`src/rtl/aer_pkg.sv`:
```
// rtl/aer_pkg.sv - shared symbol codes, event indices and state types for the AER encoder
package aer_pkg;

  // Symbols as {Bit1, Bit0}
  localparam logic [1:0] SYM_FS     = 2'b11;
  localparam logic [1:0] SYM_ONE    = 2'b10;
  localparam logic [1:0] SYM_ZERO   = 2'b01;
  localparam logic [1:0] SYM_SPACER = 2'b00;

  // Event line indices, also the round-robin order
  localparam int         NUM_EV     = 4;
  localparam logic [1:0] EV_CH1UP   = 2'd0;
  localparam logic [1:0] EV_CH1DOWN = 2'd1;
  localparam logic [1:0] EV_CH2UP   = 2'd2;
  localparam logic [1:0] EV_CH2DOWN = 2'd3;

  typedef enum logic [2:0] {
    ST_IDLE,
    ST_SEL,
    ST_FS,
    ST_S,
    ST_D,
    ST_FE
  } top_state_t;

  typedef enum logic [1:0] {
    TX_IDLE,
    TX_DRIVE,
    TX_RELEASE
  } tx_state_t;

  // Channel symbol: Ch2 events sit at indices 2 and 3
  function automatic logic [1:0] sym_chan(input logic [1:0] ev);
    return ev[1] ? SYM_ONE : SYM_ZERO;
  endfunction

  // Direction symbol: Up events sit at even indices
  function automatic logic [1:0] sym_dir(input logic [1:0] ev);
    return ev[0] ? SYM_ZERO : SYM_ONE;
  endfunction

endpackage

```
`src/rtl/aer_symbol_tx.sv`:
```
// rtl/aer_symbol_tx.sv - one-symbol return-to-zero handshake on Bit0/Bit1 with ack timeout
module aer_symbol_tx
  import aer_pkg::*;
#(
  parameter int ACK_SYNC_STAGES = 2,
  parameter int ACK_TIMEOUT     = 1023
) (
  input  logic       clk,
  input  logic       reset,
  input  logic       sym_valid,
  input  logic [1:0] sym_data,
  output logic       sym_done,
  output logic       sym_timeout,
  input  logic       ack,
  output logic       Bit0,
  output logic       Bit1
);

  // Counter only needs to reach ACK_TIMEOUT-1
  localparam int CNT_W = (ACK_TIMEOUT > 1) ? $clog2(ACK_TIMEOUT) : 1;
  localparam logic [CNT_W-1:0] TO_LIMIT = (ACK_TIMEOUT > 0) ? CNT_W'(ACK_TIMEOUT - 1) : '0;

  logic [ACK_SYNC_STAGES-1:0] ack_sync;
  logic                       ack_s;
  tx_state_t                  state_q, state_d;
  logic [CNT_W-1:0]           cnt_q, cnt_d;
  logic [1:0]                 bits_q, bits_d;
  logic                       to_hit;

  assign ack_s  = ack_sync[ACK_SYNC_STAGES-1];
  assign to_hit = (ACK_TIMEOUT != 0) && (cnt_q == TO_LIMIT);
  assign Bit0   = bits_q[0];
  assign Bit1   = bits_q[1];

  // Ack synchroniser shift chain
  always_ff @(posedge clk or negedge reset) begin
    if (!reset) ack_sync <= '0;
    else        ack_sync <= {ack_sync[ACK_SYNC_STAGES-2:0], ack};
  end

  // State register plus wait counter and registered rails
  always_ff @(posedge clk or negedge reset) begin
    if (!reset) begin
      state_q <= TX_IDLE;
      cnt_q   <= '0;
      bits_q  <= SYM_SPACER;
    end else begin
      state_q <= state_d;
      cnt_q   <= cnt_d;
      bits_q  <= bits_d;
    end
  end

  // Next state: drive until ack high, release until ack low, abort on timeout
  always_comb begin
    state_d = state_q;
    case (state_q)
      TX_IDLE:    if (sym_valid) state_d = TX_DRIVE;
      TX_DRIVE:   if (ack_s) state_d = TX_RELEASE;
                  else if (to_hit) state_d = TX_IDLE;
      TX_RELEASE: if (!ack_s || to_hit) state_d = TX_IDLE;
      default:    state_d = TX_IDLE;
    endcase
  end

  // Outputs: handshake strobes, next rail value, counter restart on every phase change
  always_comb begin
    sym_done    = (state_q == TX_RELEASE) && !ack_s;
    sym_timeout = ((state_q == TX_DRIVE) && !ack_s && to_hit) ||
                  ((state_q == TX_RELEASE) && ack_s && to_hit);
    bits_d = bits_q;
    if (state_q == TX_IDLE && sym_valid) bits_d = sym_data;
    else if (state_q == TX_DRIVE && (ack_s || to_hit)) bits_d = SYM_SPACER;
    if (state_d != state_q)      cnt_d = '0;
    else if (state_q != TX_IDLE) cnt_d = cnt_q + CNT_W'(1);
    else                         cnt_d = '0;
  end

endmodule

```
`src/rtl/aer_input_encoder.sv`:
```
// rtl/aer_input_encoder.sv - AER link transmitter: event capture, round-robin arbitration, framing
module aer_input_encoder
  import aer_pkg::*;
#(
  parameter int ACK_SYNC_STAGES = 2,
  parameter int ACK_TIMEOUT     = 1023,
  parameter int DROP_CNT_W      = 8
) (
  input  logic                  clk,
  input  logic                  reset,
  input  logic                  Ch1Up,
  input  logic                  Ch1Down,
  input  logic                  Ch2Up,
  input  logic                  Ch2Down,
  input  logic                  ack,
  output logic                  Bit0,
  output logic                  Bit1,
  output logic                  busy,
  output logic                  overflow,
  output logic                  timeout_err,
  output logic [DROP_CNT_W-1:0] drop_count
);

  top_state_t            state_q, state_d;
  logic [NUM_EV-1:0]     ev_in, ev_q, ev_edge, pending_q, grant_clr, drops;
  logic [1:0]            ptr_q, sel_q, grant_idx, probe;
  logic                  grant_valid;
  logic                  sym_valid, sym_done, sym_timeout;
  logic [1:0]            sym_data;
  logic                  overflow_q, timeout_q;
  logic [DROP_CNT_W-1:0] drop_q, drop_next;
  logic [DROP_CNT_W:0]   drop_sum;
  logic [2:0]            drop_add;

  assign ev_in       = {Ch2Down, Ch2Up, Ch1Down, Ch1Up};
  assign ev_edge     = ev_in & ~ev_q;
  assign drops       = ev_edge & pending_q & ~grant_clr;
  assign overflow    = overflow_q;
  assign timeout_err = timeout_q;
  assign drop_count  = drop_q;
  assign busy        = (state_q != ST_IDLE) || (|pending_q);

  // Round-robin: first pending line at or after the pointer; lowest offset wins
  always_comb begin
    grant_valid = 1'b0;
    grant_idx   = ptr_q;
    probe       = ptr_q;
    for (int i = NUM_EV - 1; i >= 0; i--) begin
      probe = ptr_q + 2'(i);
      if (pending_q[probe]) begin
        grant_valid = 1'b1;
        grant_idx   = probe;
      end
    end
  end

  // Saturating drop counter increment (several lines can drop in one cycle)
  always_comb begin
    drop_add  = 3'(drops[0]) + 3'(drops[1]) + 3'(drops[2]) + 3'(drops[3]);
    drop_sum  = {1'b0, drop_q} + (DROP_CNT_W + 1)'(drop_add);
    drop_next = drop_sum[DROP_CNT_W] ? '1 : drop_sum[DROP_CNT_W-1:0];
  end

  // Top FSM state register
  always_ff @(posedge clk or negedge reset) begin
    if (!reset) state_q <= ST_IDLE;
    else        state_q <= state_d;
  end

  // Next state: one handshake per frame symbol, timeout drops the frame
  always_comb begin
    state_d = state_q;
    case (state_q)
      ST_IDLE: if (|pending_q) state_d = ST_SEL;
      ST_SEL:  state_d = grant_valid ? ST_FS : ST_IDLE;
      ST_FS:   if (sym_timeout) state_d = ST_IDLE; else if (sym_done) state_d = ST_S;
      ST_S:    if (sym_timeout) state_d = ST_IDLE; else if (sym_done) state_d = ST_D;
      ST_D:    if (sym_timeout) state_d = ST_IDLE; else if (sym_done) state_d = ST_FE;
      ST_FE:   if (sym_timeout) state_d = ST_IDLE;
               else if (sym_done) state_d = (|pending_q) ? ST_SEL : ST_IDLE;
      default: state_d = ST_IDLE;
    endcase
  end

  // FSM outputs: symbol request to the handshake engine and flag clear on grant
  always_comb begin
    sym_valid = 1'b0;
    sym_data  = SYM_SPACER;
    grant_clr = '0;
    case (state_q)
      ST_SEL:  if (grant_valid) grant_clr = NUM_EV'(1) << grant_idx;
      ST_FS:   begin sym_valid = 1'b1; sym_data = SYM_FS;         end
      ST_S:    begin sym_valid = 1'b1; sym_data = sym_chan(sel_q); end
      ST_D:    begin sym_valid = 1'b1; sym_data = sym_dir(sel_q);  end
      ST_FE:   begin sym_valid = 1'b1; sym_data = SYM_FS;         end
      default: ;
    endcase
  end

  // Capture, pending flags, pointer, sticky errors
  always_ff @(posedge clk or negedge reset) begin
    if (!reset) begin
      ev_q       <= '0;
      pending_q  <= '0;
      ptr_q      <= EV_CH1UP;
      sel_q      <= EV_CH1UP;
      overflow_q <= 1'b0;
      timeout_q  <= 1'b0;
      drop_q     <= '0;
    end else begin
      ev_q      <= ev_in;
      pending_q <= (pending_q & ~grant_clr) | ev_edge;
      if (|grant_clr) begin
        sel_q <= grant_idx;
        ptr_q <= grant_idx + 2'd1;
      end
      if (|drops) overflow_q <= 1'b1;
      drop_q <= drop_next;
      if (sym_timeout) timeout_q <= 1'b1;
    end
  end

  aer_symbol_tx #(
    .ACK_SYNC_STAGES (ACK_SYNC_STAGES),
    .ACK_TIMEOUT     (ACK_TIMEOUT)
  ) u_tx (
    .clk         (clk),
    .reset       (reset),
    .sym_valid   (sym_valid),
    .sym_data    (sym_data),
    .sym_done    (sym_done),
    .sym_timeout (sym_timeout),
    .ack         (ack),
    .Bit0        (Bit0),
    .Bit1        (Bit1)
  );

endmodule

```
`config.mk`:
```
export PLATFORM = sky130hd
export DESIGN_NAME = aer_input_encoder
export DESIGN_NICKNAME = d
export VERILOG_FILES = /design/src/rtl/aer_pkg.sv /design/src/rtl/aer_symbol_tx.sv /design/src/rtl/aer_input_encoder.sv
export SDC_FILE = /design/constraint.sdc
export NUM_CORES = 1
export LEC_CHECK = 0
export CAP_MARGIN = 20
export CORE_MARGIN = 1.5
export CORE_UTILIZATION = 55
export DETAILED_ROUTE_END_ITERATION = 7
export PLACE_DENSITY = 0.77
export SLEW_MARGIN = 20
export SYNTH_ARGS = -nofsm -noshare
export SYNTH_HDL_FRONTEND = slang
export SYNTH_HIERARCHICAL = 1
export SYNTH_SLANG_ARGS = --single-unit
export TNS_END_PERCENT = 100
```
`constraint.sdc`:
```
create_clock -name clk -period 4.91 [get_ports clk]
set_input_delay 0.491 -clock clk [delete_from_list [all_inputs] [get_ports clk]]
set_output_delay 0.491 -clock clk [all_outputs]
set_load 0.02 [all_outputs]
```
==> reports/qor.yml <==
status:
  status: "finished clean"
floorplan:
  coreArea_um2: 3720
  start_util: 0.585
  die_area_um2: 4340
  die_h_um: 65.9
  rows: 22
  ios: 20
  die-width_um: 65.9
global_route:
  grt_pass1_wl_um: 7280
  grt_start_max_net_pins: 42
  antenna_found_initial: 0
  grt_overflow: 0
  track_usage: 0.219
  grt_pass1_vias: 1651
placement:
  dp_hpwl_um: 2930
  portBuffers: 19
  dpl_cell_area_um2: 2400
  globalplace.congestion: 0.841
  numPlacedInstances: 272
setup_path:
  start_kind: "flop"
  crit_path_end_kind: "flop"
  required_ns: 5.08
  path_class: "flop to flop"
  critPathLaunch: "pending_q[1]"
  crit_arrival_ns: 3.97
  r2r-start: "pending_q[1]"
  critPathMaxFanout: 8
synth:
  syn_area_um2: 2170
  synth_area_leaders: "dfrtp_1 47%, nand2_1 4.1%, ha_1 4.0%"
  synth_seq_cells: 41
  synth.most_common_cell: "dfrtp_1"
  synth_cell_type_count: 48
  synthFlopType: "dfrtp_1"
  synthesis.nets: 225
  synth-edff-count: 0
  ys_seq_area_frac: 0.472
  yosysTopAreaCell: "dfrtp_1"
  yosysTopAreaCellShare: 0.472
  netlist_instances: 208
  synth.avg_cell_area_um2: 10.4
  async_reset_ff_frac: 1.00
  ys_warn_count: 6
  synthTopCellsByCount: "41 x dfrtp_1, 24 x nand2_1, 15 x inv_1"
clock_network:
  numCtsBuffers: 5
  cts_buffer_depth: 2
  clock-sinks: 41
  clk_pin_slew_ns: 0.07
  htree_levels: 2
  cts-resized-gates: 0
  ctsHoldBuffers: 0
  clock-root-buffer: "clkbuf_8"
  cts_tree: "built"
  postCtsSetupBuffers: 0
  clk_latency_ns: 0.28
timing:
  drv_slew: 0
  finalCritPeriodShare: 0.775
  rsz0062_at_grt: "no"
  hold_viol: 0
  setup_viol: 0
  fin_skew_ns: 0.00385
  finalSetupTns_ns: 0
  relSlewSlack: 0.397
  fmax_mhz: 263
  fin_crit_ns: 3.80
  worst_slew_pin_slew_ns: 0.904
layout:
  drive_above_1_share: 0.0952
  diodes: 0
  areaGrowthSynthToFinish_pct: 14.3
  fillers: 305
  stdcell_count: 279
  final_area_um2: 2480
  final_nets: 248
power_and_ir_drop:
  leakage_nw: 1.08
  peakVddDrop_uv: 379
  p_per_area_nw_per_um2: 557
detailed_routing:
  wl_per_cell_um: 14.9
  drt-total-wl_um: 4150
  ant_nets: 0
  vias: 1601
  drtIter0Drc: 102
  viasPerCell: 5.74
  drc: 0
  dr.pass1.iters: 4
hold_path:
  hp-class: "input port to asynchronous set/reset pin"
run:
  drv_cap: 0
state kept, by name (all words and copies together), names as in the netlist, 2 cells and up:
signal	count
drop_count	8
ev_q	4
pending_q	4
state_q	3
sel_q	2
u_tx/ack_sync	2
u_tx/bits_q	2
u_tx/cnt_q	10
ptr_q	2
u_tx/state_q	2
cells by family (layout without fill, tap and decap cells):
group,after synthesis,in the layout,synth area share
and+or+nand+nor,90,90,0.253
DFF,41,41,0.472
AOI/OAI and AO/OA,38,38,0.120
buffers and inverters,18,41,0.0357
adders and majority gates,10,10,0.0679
xor gates and xnor gates,7,7,0.0282
muxes,4,4,0.0236
cell type report:
cell class	instances	area, um^2	share of cell area
tap	48	60.1	0.0242
inverter	15	56.3	0.0227
multi-input combinational	149	1070	0.431
sequential	41	1030	0.413
clock buffer	7	86.3	0.0348
timing repair buffer	19	185	0.0746
critical path, cell delays in order, from the launching register on:
cell and delay [ns]:
dfrtp_1 0.48, nor3b_2 0.28, a21oi_1 0.08, a2bb2oi_2 0.23
inv_1 0.10, ha_1 0.20, nand4bb_1 0.11, nand2_1 0.08
or2_2 0.32, fa_1 0.50, fa_1 0.45, inv_1 0.08
fa_1 0.21, and3_1 0.23, nand3_1 0.12, nor3_1 0.16
a21oi_1 0.06
metrics by stage:
step	util	setup slack (ns)	hold slack, ns	power, mW
3_5_place_dp	0.645	1.14	0.353	1.16
2_1_floorplan	-	1.44	0.195	0.974
4_1_cts	0.668	1.08	0.363	1.40
5_1_grt	0.668	0.758	0.383	1.50
6_report	0.668	1.11	0.332	1.38
3_3_place_gp	0.645	1.30	0.351	1.13
path summary, 6_finish.rpt:
kind,to,slack [ns],depth (start not counted)
max in group asynchronous,drop_count[4],4.01,1
setup / recovery,drop_count[6],1.11,16
setup reg to reg,drop_count[6],1.11,16
min in group clk,u_tx/ack_sync[1],0.37,0
hold reg to reg,u_tx/ack_sync[1],0.37,0
hold / removal,ev_q[2],0.33,1
layout by cell type (no fill, tap or decap), drive strengths merged, types with 7 or more instances in the layout:
master,synthesis,final
clkbuf,0,7
o21ai,12,12
ha,7,7
inv,15,15
nand2b,7,7
dfrtp,41,41
nor2,13,13
nand2,24,24
a21oi,9,9
clkdlybuf4s50,0,18
metal layers:
layer,part of all wire,GRT usage,vias up
met5,0,0,-
met4,0.015,0.0781,0
met3,0.026,0.0477,8
met2,0.51,0.380,20
met1,0.44,0.267,804
li1,-,-,769
power breakdown:
part	switching, mW	total, mW	leakage, nW	internal, mW
combinational	0.296	0.583	0.540	0.287
clock	0.109	0.220	0.0443	0.112
sequential	0.144	0.580	0.495	0.436
total	0.549	1.38	1.08	0.835
Note: power is estimated with default switching activity, not from simulation.
